## config.mk

```make
export PLATFORM = sky130hd
export DESIGN_NAME = dmem_responder_flat
export DESIGN_NICKNAME = d
export VERILOG_FILES = /design/src/rtl/dmem_responder_if.sv /design/src/rtl/dmem_responder.sv /design/src/flat_wrapper.sv
export SDC_FILE = /design/constraint.sdc
export NUM_CORES = 2
export LEC_CHECK = 0
export CORE_UTILIZATION = 45
export CTS_CLUSTER_SIZE = 14
export DETAILED_ROUTE_END_ITERATION = 8
export SLEW_MARGIN = 20
export SYNTH_ARGS = -nofsm -noshare
export SYNTH_HDL_FRONTEND = slang
export SYNTH_SLANG_ARGS = --single-unit
```

## constraint.sdc

```tcl
create_clock -name clk -period 11.9 [get_ports clk]
set_input_delay 3.57 -clock clk [delete_from_list [all_inputs] [get_ports clk]]
set_output_delay 3.57 -clock clk [all_outputs]
set_load 0.02 [all_outputs]
```

## src/rtl/dmem_responder_if.sv

```systemverilog
// Request/response channel pair between the pipeline's data-memory port
// (master) and the memory responder (slave).
interface dmem_responder_if #(
  parameter int DATA_W     = 32,
  parameter int DM_ADDRESS = 9
);
  logic                  req_valid;
  logic                  req_ready;
  logic                  req_write;
  logic [DM_ADDRESS-1:0] req_addr;
  logic [DATA_W-1:0]     req_wdata;
  logic [2:0]            req_funct3;
  logic                  rsp_valid;
  logic                  rsp_ready;
  logic [DATA_W-1:0]     rsp_rdata;
  logic                  rsp_err;

  modport master (
    output req_valid, req_write, req_addr, req_wdata, req_funct3, rsp_ready,
    input  req_ready, rsp_valid, rsp_rdata, rsp_err
  );

  modport slave (
    input  req_valid, req_write, req_addr, req_wdata, req_funct3, rsp_ready,
    output req_ready, rsp_valid, rsp_rdata, rsp_err
  );
endinterface

```

## src/rtl/dmem_responder.sv

```systemverilog
// Stall-capable data memory: one load/store at a time, result returned
// LATENCY cycles after acceptance and held until the requester takes it.
module dmem_responder #(
  parameter int DATA_W     = 32,
  parameter int DM_ADDRESS = 9,
  parameter int LATENCY    = 2
) (
  input  logic            clk,
  input  logic            reset,
  dmem_responder_if.slave bus
);

  localparam int IDX_W = DM_ADDRESS - 2;
  localparam int DEPTH = 1 << IDX_W;

  typedef enum logic [1:0] {IDLE, BUSY, RESP} state_t;

  state_t                state_q, state_d;
  logic [3:0]            cnt_q, cnt_d;
  logic                  write_q, write_d;
  logic [DM_ADDRESS-1:0] addr_q, addr_d;
  logic [DATA_W-1:0]     wdata_q, wdata_d;
  logic [2:0]            funct3_q, funct3_d;
  logic [DATA_W-1:0]     rdata_q, rdata_d;
  logic                  err_q, err_d;

  logic [DATA_W-1:0]     mem_q [0:DEPTH-1];
  logic                  mem_we_d;

  logic [IDX_W-1:0]      word_idx;
  logic [1:0]            lane;
  logic [DATA_W-1:0]     cur_word;
  logic [7:0]            sel_byte;
  logic [15:0]           sel_half;
  logic                  misaligned;
  logic                  illegal;
  logic                  access_err;
  logic [DATA_W-1:0]     load_val;
  logic [DATA_W-1:0]     access_rdata;
  logic [DATA_W-1:0]     merged_word;

  // Decode the captured request against the current array contents.
  always_comb begin
    word_idx    = addr_q[DM_ADDRESS-1:2];
    lane        = addr_q[1:0];
    cur_word    = mem_q[word_idx];
    sel_byte    = cur_word[{lane, 3'b000} +: 8];
    sel_half    = lane[1] ? cur_word[31:16] : cur_word[15:0];
    misaligned  = ((funct3_q[1:0] == 2'd1) && addr_q[0]) ||
                  ((funct3_q[1:0] == 2'd2) && (lane != 2'd0));
    illegal     = write_q ? (funct3_q >= 3'd3)
                          : ((funct3_q == 3'd3) || (funct3_q >= 3'd6));
    access_err  = illegal || misaligned;

    load_val = '0;
    case (funct3_q)
      3'd0:    load_val = {{(DATA_W-8){sel_byte[7]}}, sel_byte};
      3'd1:    load_val = {{(DATA_W-16){sel_half[15]}}, sel_half};
      3'd2:    load_val = cur_word;
      3'd4:    load_val = {{(DATA_W-8){1'b0}}, sel_byte};
      3'd5:    load_val = {{(DATA_W-16){1'b0}}, sel_half};
      default: load_val = '0;
    endcase
    access_rdata = (write_q || access_err) ? '0 : load_val;

    // Untouched lanes keep their old contents on partial stores.
    merged_word = cur_word;
    case (funct3_q[1:0])
      2'd0: merged_word[{lane, 3'b000} +: 8] = wdata_q[7:0];
      2'd1: begin
        if (lane[1]) merged_word[31:16] = wdata_q[15:0];
        else         merged_word[15:0]  = wdata_q[15:0];
      end
      2'd2:    merged_word = wdata_q;
      default: merged_word = cur_word;
    endcase
  end

  always_comb begin
    state_d  = state_q;
    cnt_d    = cnt_q;
    write_d  = write_q;
    addr_d   = addr_q;
    wdata_d  = wdata_q;
    funct3_d = funct3_q;
    rdata_d  = rdata_q;
    err_d    = err_q;
    mem_we_d = 1'b0;
    case (state_q)
      IDLE: begin
        if (bus.req_valid) begin
          write_d  = bus.req_write;
          addr_d   = bus.req_addr;
          wdata_d  = bus.req_wdata;
          funct3_d = bus.req_funct3;
          cnt_d    = 4'(LATENCY - 1);
          state_d  = BUSY;
        end
      end
      BUSY: begin
        if (cnt_q == 4'd0) begin
          rdata_d  = access_rdata;
          err_d    = access_err;
          mem_we_d = write_q && !access_err;
          state_d  = RESP;
        end else begin
          cnt_d = cnt_q - 4'd1;
        end
      end
      RESP: begin
        if (bus.rsp_ready) state_d = IDLE;
      end
      default: state_d = IDLE;
    endcase
  end

  always_ff @(posedge clk or negedge reset) begin
    if (!reset) begin
      state_q  <= IDLE;
      cnt_q    <= '0;
      write_q  <= 1'b0;
      addr_q   <= '0;
      wdata_q  <= '0;
      funct3_q <= '0;
      rdata_q  <= '0;
      err_q    <= 1'b0;
    end else begin
      state_q  <= state_d;
      cnt_q    <= cnt_d;
      write_q  <= write_d;
      addr_q   <= addr_d;
      wdata_q  <= wdata_d;
      funct3_q <= funct3_d;
      rdata_q  <= rdata_d;
      err_q    <= err_d;
    end
  end

  // The array has no reset; a reset in BUSY forces IDLE, so no write fires.
  always_ff @(posedge clk) begin
    if (mem_we_d) mem_q[word_idx] <= merged_word;
  end

  assign bus.req_ready = (state_q == IDLE) && reset;
  assign bus.rsp_valid = (state_q == RESP);
  assign bus.rsp_rdata = rdata_q;
  assign bus.rsp_err   = err_q;

endmodule
```

## src/flat_wrapper.sv

```systemverilog
// flat-port wrapper written by rule: the top's interface ports become plain ports
module dmem_responder_flat 
#(
  parameter int DATA_W     = 32,
  parameter int DM_ADDRESS = 9,
  parameter int LATENCY    = 2
)
  (clk, reset, bus_req_valid, bus_req_write, bus_req_addr, bus_req_wdata, bus_req_funct3, bus_rsp_ready, bus_req_ready, bus_rsp_valid, bus_rsp_rdata, bus_rsp_err);
  dmem_responder_if #(.DATA_W(DATA_W), .DM_ADDRESS(DM_ADDRESS)) bus_i ();
  input  logic clk;
  input  logic reset;
  input wire logic [$bits(bus_i.req_valid)-1:0] bus_req_valid;
  input wire logic [$bits(bus_i.req_write)-1:0] bus_req_write;
  input wire logic [$bits(bus_i.req_addr)-1:0] bus_req_addr;
  input wire logic [$bits(bus_i.req_wdata)-1:0] bus_req_wdata;
  input wire logic [$bits(bus_i.req_funct3)-1:0] bus_req_funct3;
  input wire logic [$bits(bus_i.rsp_ready)-1:0] bus_rsp_ready;
  output wire logic [$bits(bus_i.req_ready)-1:0] bus_req_ready;
  output wire logic [$bits(bus_i.rsp_valid)-1:0] bus_rsp_valid;
  output wire logic [$bits(bus_i.rsp_rdata)-1:0] bus_rsp_rdata;
  output wire logic [$bits(bus_i.rsp_err)-1:0] bus_rsp_err;
  assign bus_i.req_valid = bus_req_valid;
  assign bus_i.req_write = bus_req_write;
  assign bus_i.req_addr = bus_req_addr;
  assign bus_i.req_wdata = bus_req_wdata;
  assign bus_i.req_funct3 = bus_req_funct3;
  assign bus_i.rsp_ready = bus_rsp_ready;
  assign bus_req_ready = bus_i.req_ready;
  assign bus_rsp_valid = bus_i.rsp_valid;
  assign bus_rsp_rdata = bus_i.rsp_rdata;
  assign bus_rsp_err = bus_i.rsp_err;
  dmem_responder #(.DATA_W(DATA_W), .DM_ADDRESS(DM_ADDRESS), .LATENCY(LATENCY)) u_core (.clk(clk), .reset(reset), .bus(bus_i));
endmodule
```

==> results.json <==
{
  "cts_setup_buffers": 0,
  "end_kind": "output port",
  "netSwitchingFraction_pct": 41.3,
  "hold_path.class": "reg2reg",
  "hpwl_mm": 325,
  "path_clk_slew_ps": 60,
  "synth_cells": 9082,
  "overflow": 0,
  "cts.sinks": 4180,
  "clkLatencyLatePin_ps": 1010,
  "synthesis.nets": 9137,
  "clockBufferDepth": 4,
  "crit_fanout": 14,
  "grt_setup_unrepaired": "no",
  "drive_gt1_share_pct": 19.5,
  "synth-seq-area-share_pct": 76.4,
  "grt_max_degree": 115,
  "comb_power_share_pct": 40.1,
  "via_count": 99000,
  "row_count": 221,
  "run_status": "completed",
  "power_density_nw_per_um2": 325,
  "power_frac_clock_pct": 21.2,
  "tns_ps": 0,
  "use_met2_pct": 46.7,
  "start_kind": "input port",
  "areaGrowthSynthToFinish_pct": 13.2,
  "dieArea_um2": 366000,
  "coreArea_um2": 362000,
  "vias_per_cell": 6.83,
  "peakVddDrop_uv": 367,
  "grt_use_met3_pct": 9.01,
  "htree_num_levels": 5,
  "num_io_pins": 84,
  "worstPathArrival_ps": 4800,
  "first_pass_iters": 7,
  "grt.met1_usage_pct": 42.8,
  "post-route-min-period_ps": 8370,
  "ys.flop_type": "edfxtp_1",
  "netlist_area_um2": 164000,
  "relSlewSlack_pct": 8.67,
  "gp_congestion": 0.935,
  "synth.avg_cell_area_um2": 18.0,
  "power.leakage_nw": 58.1,
  "nNetsFinal": 9406,
  "setup_viol": 0,
  "worstMarginPinSlew_ps": 1370,
  "cts_buffers": 407,
  "finClkSkew_ps": 53.5,
  "ys_warn_count": 0,
  "postRouteAntennaNets": 0,
  "seqPwrFrac_pct": 38.7,
  "die_y_um": 605,
  "cts_tree": "done",
  "io_buffers": 83,
  "crit_required_ps": 8330,
  "drt_iter0_drc": 18300,
  "slew_violations": 0,
  "top_usage_layer": "met2",
  "holdBufCountCts": 0,
  "p_int_mw": 35.4,
  "synth_edf_count": 4096,
  "chipWidth_um": 605,
  "postPlaceCellArea_um2": 172000,
  "grtUsageTotal_pct": 31.5,
  "maxCapViolCount": 0,
  "cts_root_buf": "clkbuf_16",
  "path_class": "in2out",
  "p_sw_mw": 24.8,
  "totalWireLength_mm": 588,
  "max_freq_ghz": 0.120,
  "design_area_um2": 185000,
  "period_share_pct": 70.3,
  "wl_per_cell_um": 40.6,
  "drc": 0,
  "async_reset_ff_share_pct": 2.01,
  "final_cell_mix": "4096 x edfxtp_1, 413 x clkbuf_16, 411 x buf_4, 403 x a221oi_1, 401 x mux2i_1",
  "grt_pass1_vias": 93000,
  "grt_pass1_wl_mm": 792,
  "initial_core_util_pct": 45.2,
  "ys_seq_elements": 4180,
  "netlist-cell-type-count": 96,
  "hold_viol_final": 0,
  "final_common_cell": "edfxtp_1",
  "antenna_found_initial": 41,
  "cts_resized": 0
}
## registers in the layout (all words and copies together), names as in the netlist
register and flops:
u_core.addr_q 9, u_core.bus.rsp_err 1, u_core.bus.rsp_rdata 32, u_core.cnt_q 4
u_core.funct3_q 3, u_core.mem_q 4096, u_core.state_q 2, u_core.wdata_q 32
u_core.write_q 1
## cell families (layout without fill, tap and decap cells)
logic type      after synthesis  in the layout  synth area share [%]
flops                      4180           4180                  76.4
other cells                   0             20                     0
fa+ha+maj                     6              6                0.0459
mux                        1001           1001                  8.20
simple gates               1069           1069                  3.07
compound gates             2096           2096                  9.94
buf+inv                     728           1327                  2.29
xor+xnor                      2              2                0.0107
## final timing paths
check,start,cells past startpoint,endpoint,slack (ps)
worst max register to register,u_core.addr_q[2],12,u_core.mem_q[56][30],3930
worst min-delay path,u_core.cnt_q[0],1,u_core.cnt_q[0],520
max in group asynchronous,reset,2,u_core.funct3_q[0],8180
min in group asynchronous,reset,1,u_core.state_q[1],2450
worst max-delay path,reset,3,bus_req_ready,3530
worst min register to register,u_core.cnt_q[0],1,u_core.cnt_q[0],520
## metrics by stage
step	setup slack (ps)	hold WS, ps	instances	util [%]	power, mW
5_1_grt	3520	535	14500	51.1	61.0
6_report	3530	519	14500	51.1	60.2
3_3_place_gp	3510	478	13700	47.5	45.9
3_5_place_dp	3540	499	13700	47.5	46.6
4_1_cts	3530	520	14500	51.1	59.2
2_1_floorplan	3070	462	9082	-	35.7
## critical path, stage by stage
cell and delay, ps:
buf_4 250, nor3b_1 310, clkdlybuf4s50_1 660
## cell usage after synthesis, types with 56 or more instances
| cell type | number | area [um^2] |
|---|---|---|
| o22ai_1 | 93 | 582 |
| a22o_1 | 63 | 552 |
| a22oi_1 | 348 | 2610 |
| buf_4 | 90 | 676 |
| mux2i_1 | 401 | 4010 |
| mux2_2 | 359 | 4040 |
| clkbuf_1 | 231 | 867 |
| nand2b_1 | 57 | 357 |
| a21oi_1 | 196 | 981 |
| inv_1 | 56 | 210 |
| nand3_1 | 57 | 285 |
| buf_1 | 60 | 225 |
| nor2_1 | 334 | 1250 |
| o21ai_0 | 157 | 786 |
| o221ai_1 | 57 | 499 |
| a221oi_1 | 403 | 3530 |
| nand2_1 | 404 | 1520 |
| a31oi_1 | 80 | 500 |
| a221o_1 | 112 | 1120 |
| o2bb2ai_1 | 86 | 753 |
| buf_2 | 234 | 1170 |
| edfxtp_1 | 4096 | 123000 |
| dfrtp_1 | 84 | 2100 |
| mux4_2 | 234 | 5270 |
## power by group through the flow
stage | Sequential, mW | Combinational (mW) | Clock (mW)
after global routing | 23.3 | 24.3 | 13.4
after CTS | 23.3 | 23.1 | 12.8
final | 23.3 | 24.1 | 12.8
after global placement | 23.6 | 22.4 | 0
after detailed placement | 23.6 | 23.0 | 0
after floorplan | 24.6 | 11.2 | 0
## cell type report
cell class                      instances  area, um^2
Inverter                               61         255
Clock inverter                        229        2130
Timing Repair Buffer                  527        4540
Fill cell                           28900      177000
Multi-Input combinational cell       4174       36400
Clock buffer                          510       10800
Antenna cell                           20        50.0
Tap cell                             4794        6000
Sequential cell                      4180      125000
## metal layers
layer  part of all wire [%]  wire, um
met4                    5.6     32900
met3                     14     81600
met2                     44    257000
met1                     37    216000
met5                  0.014        80
No activity file was read; power rests on OpenSTA's default activity.
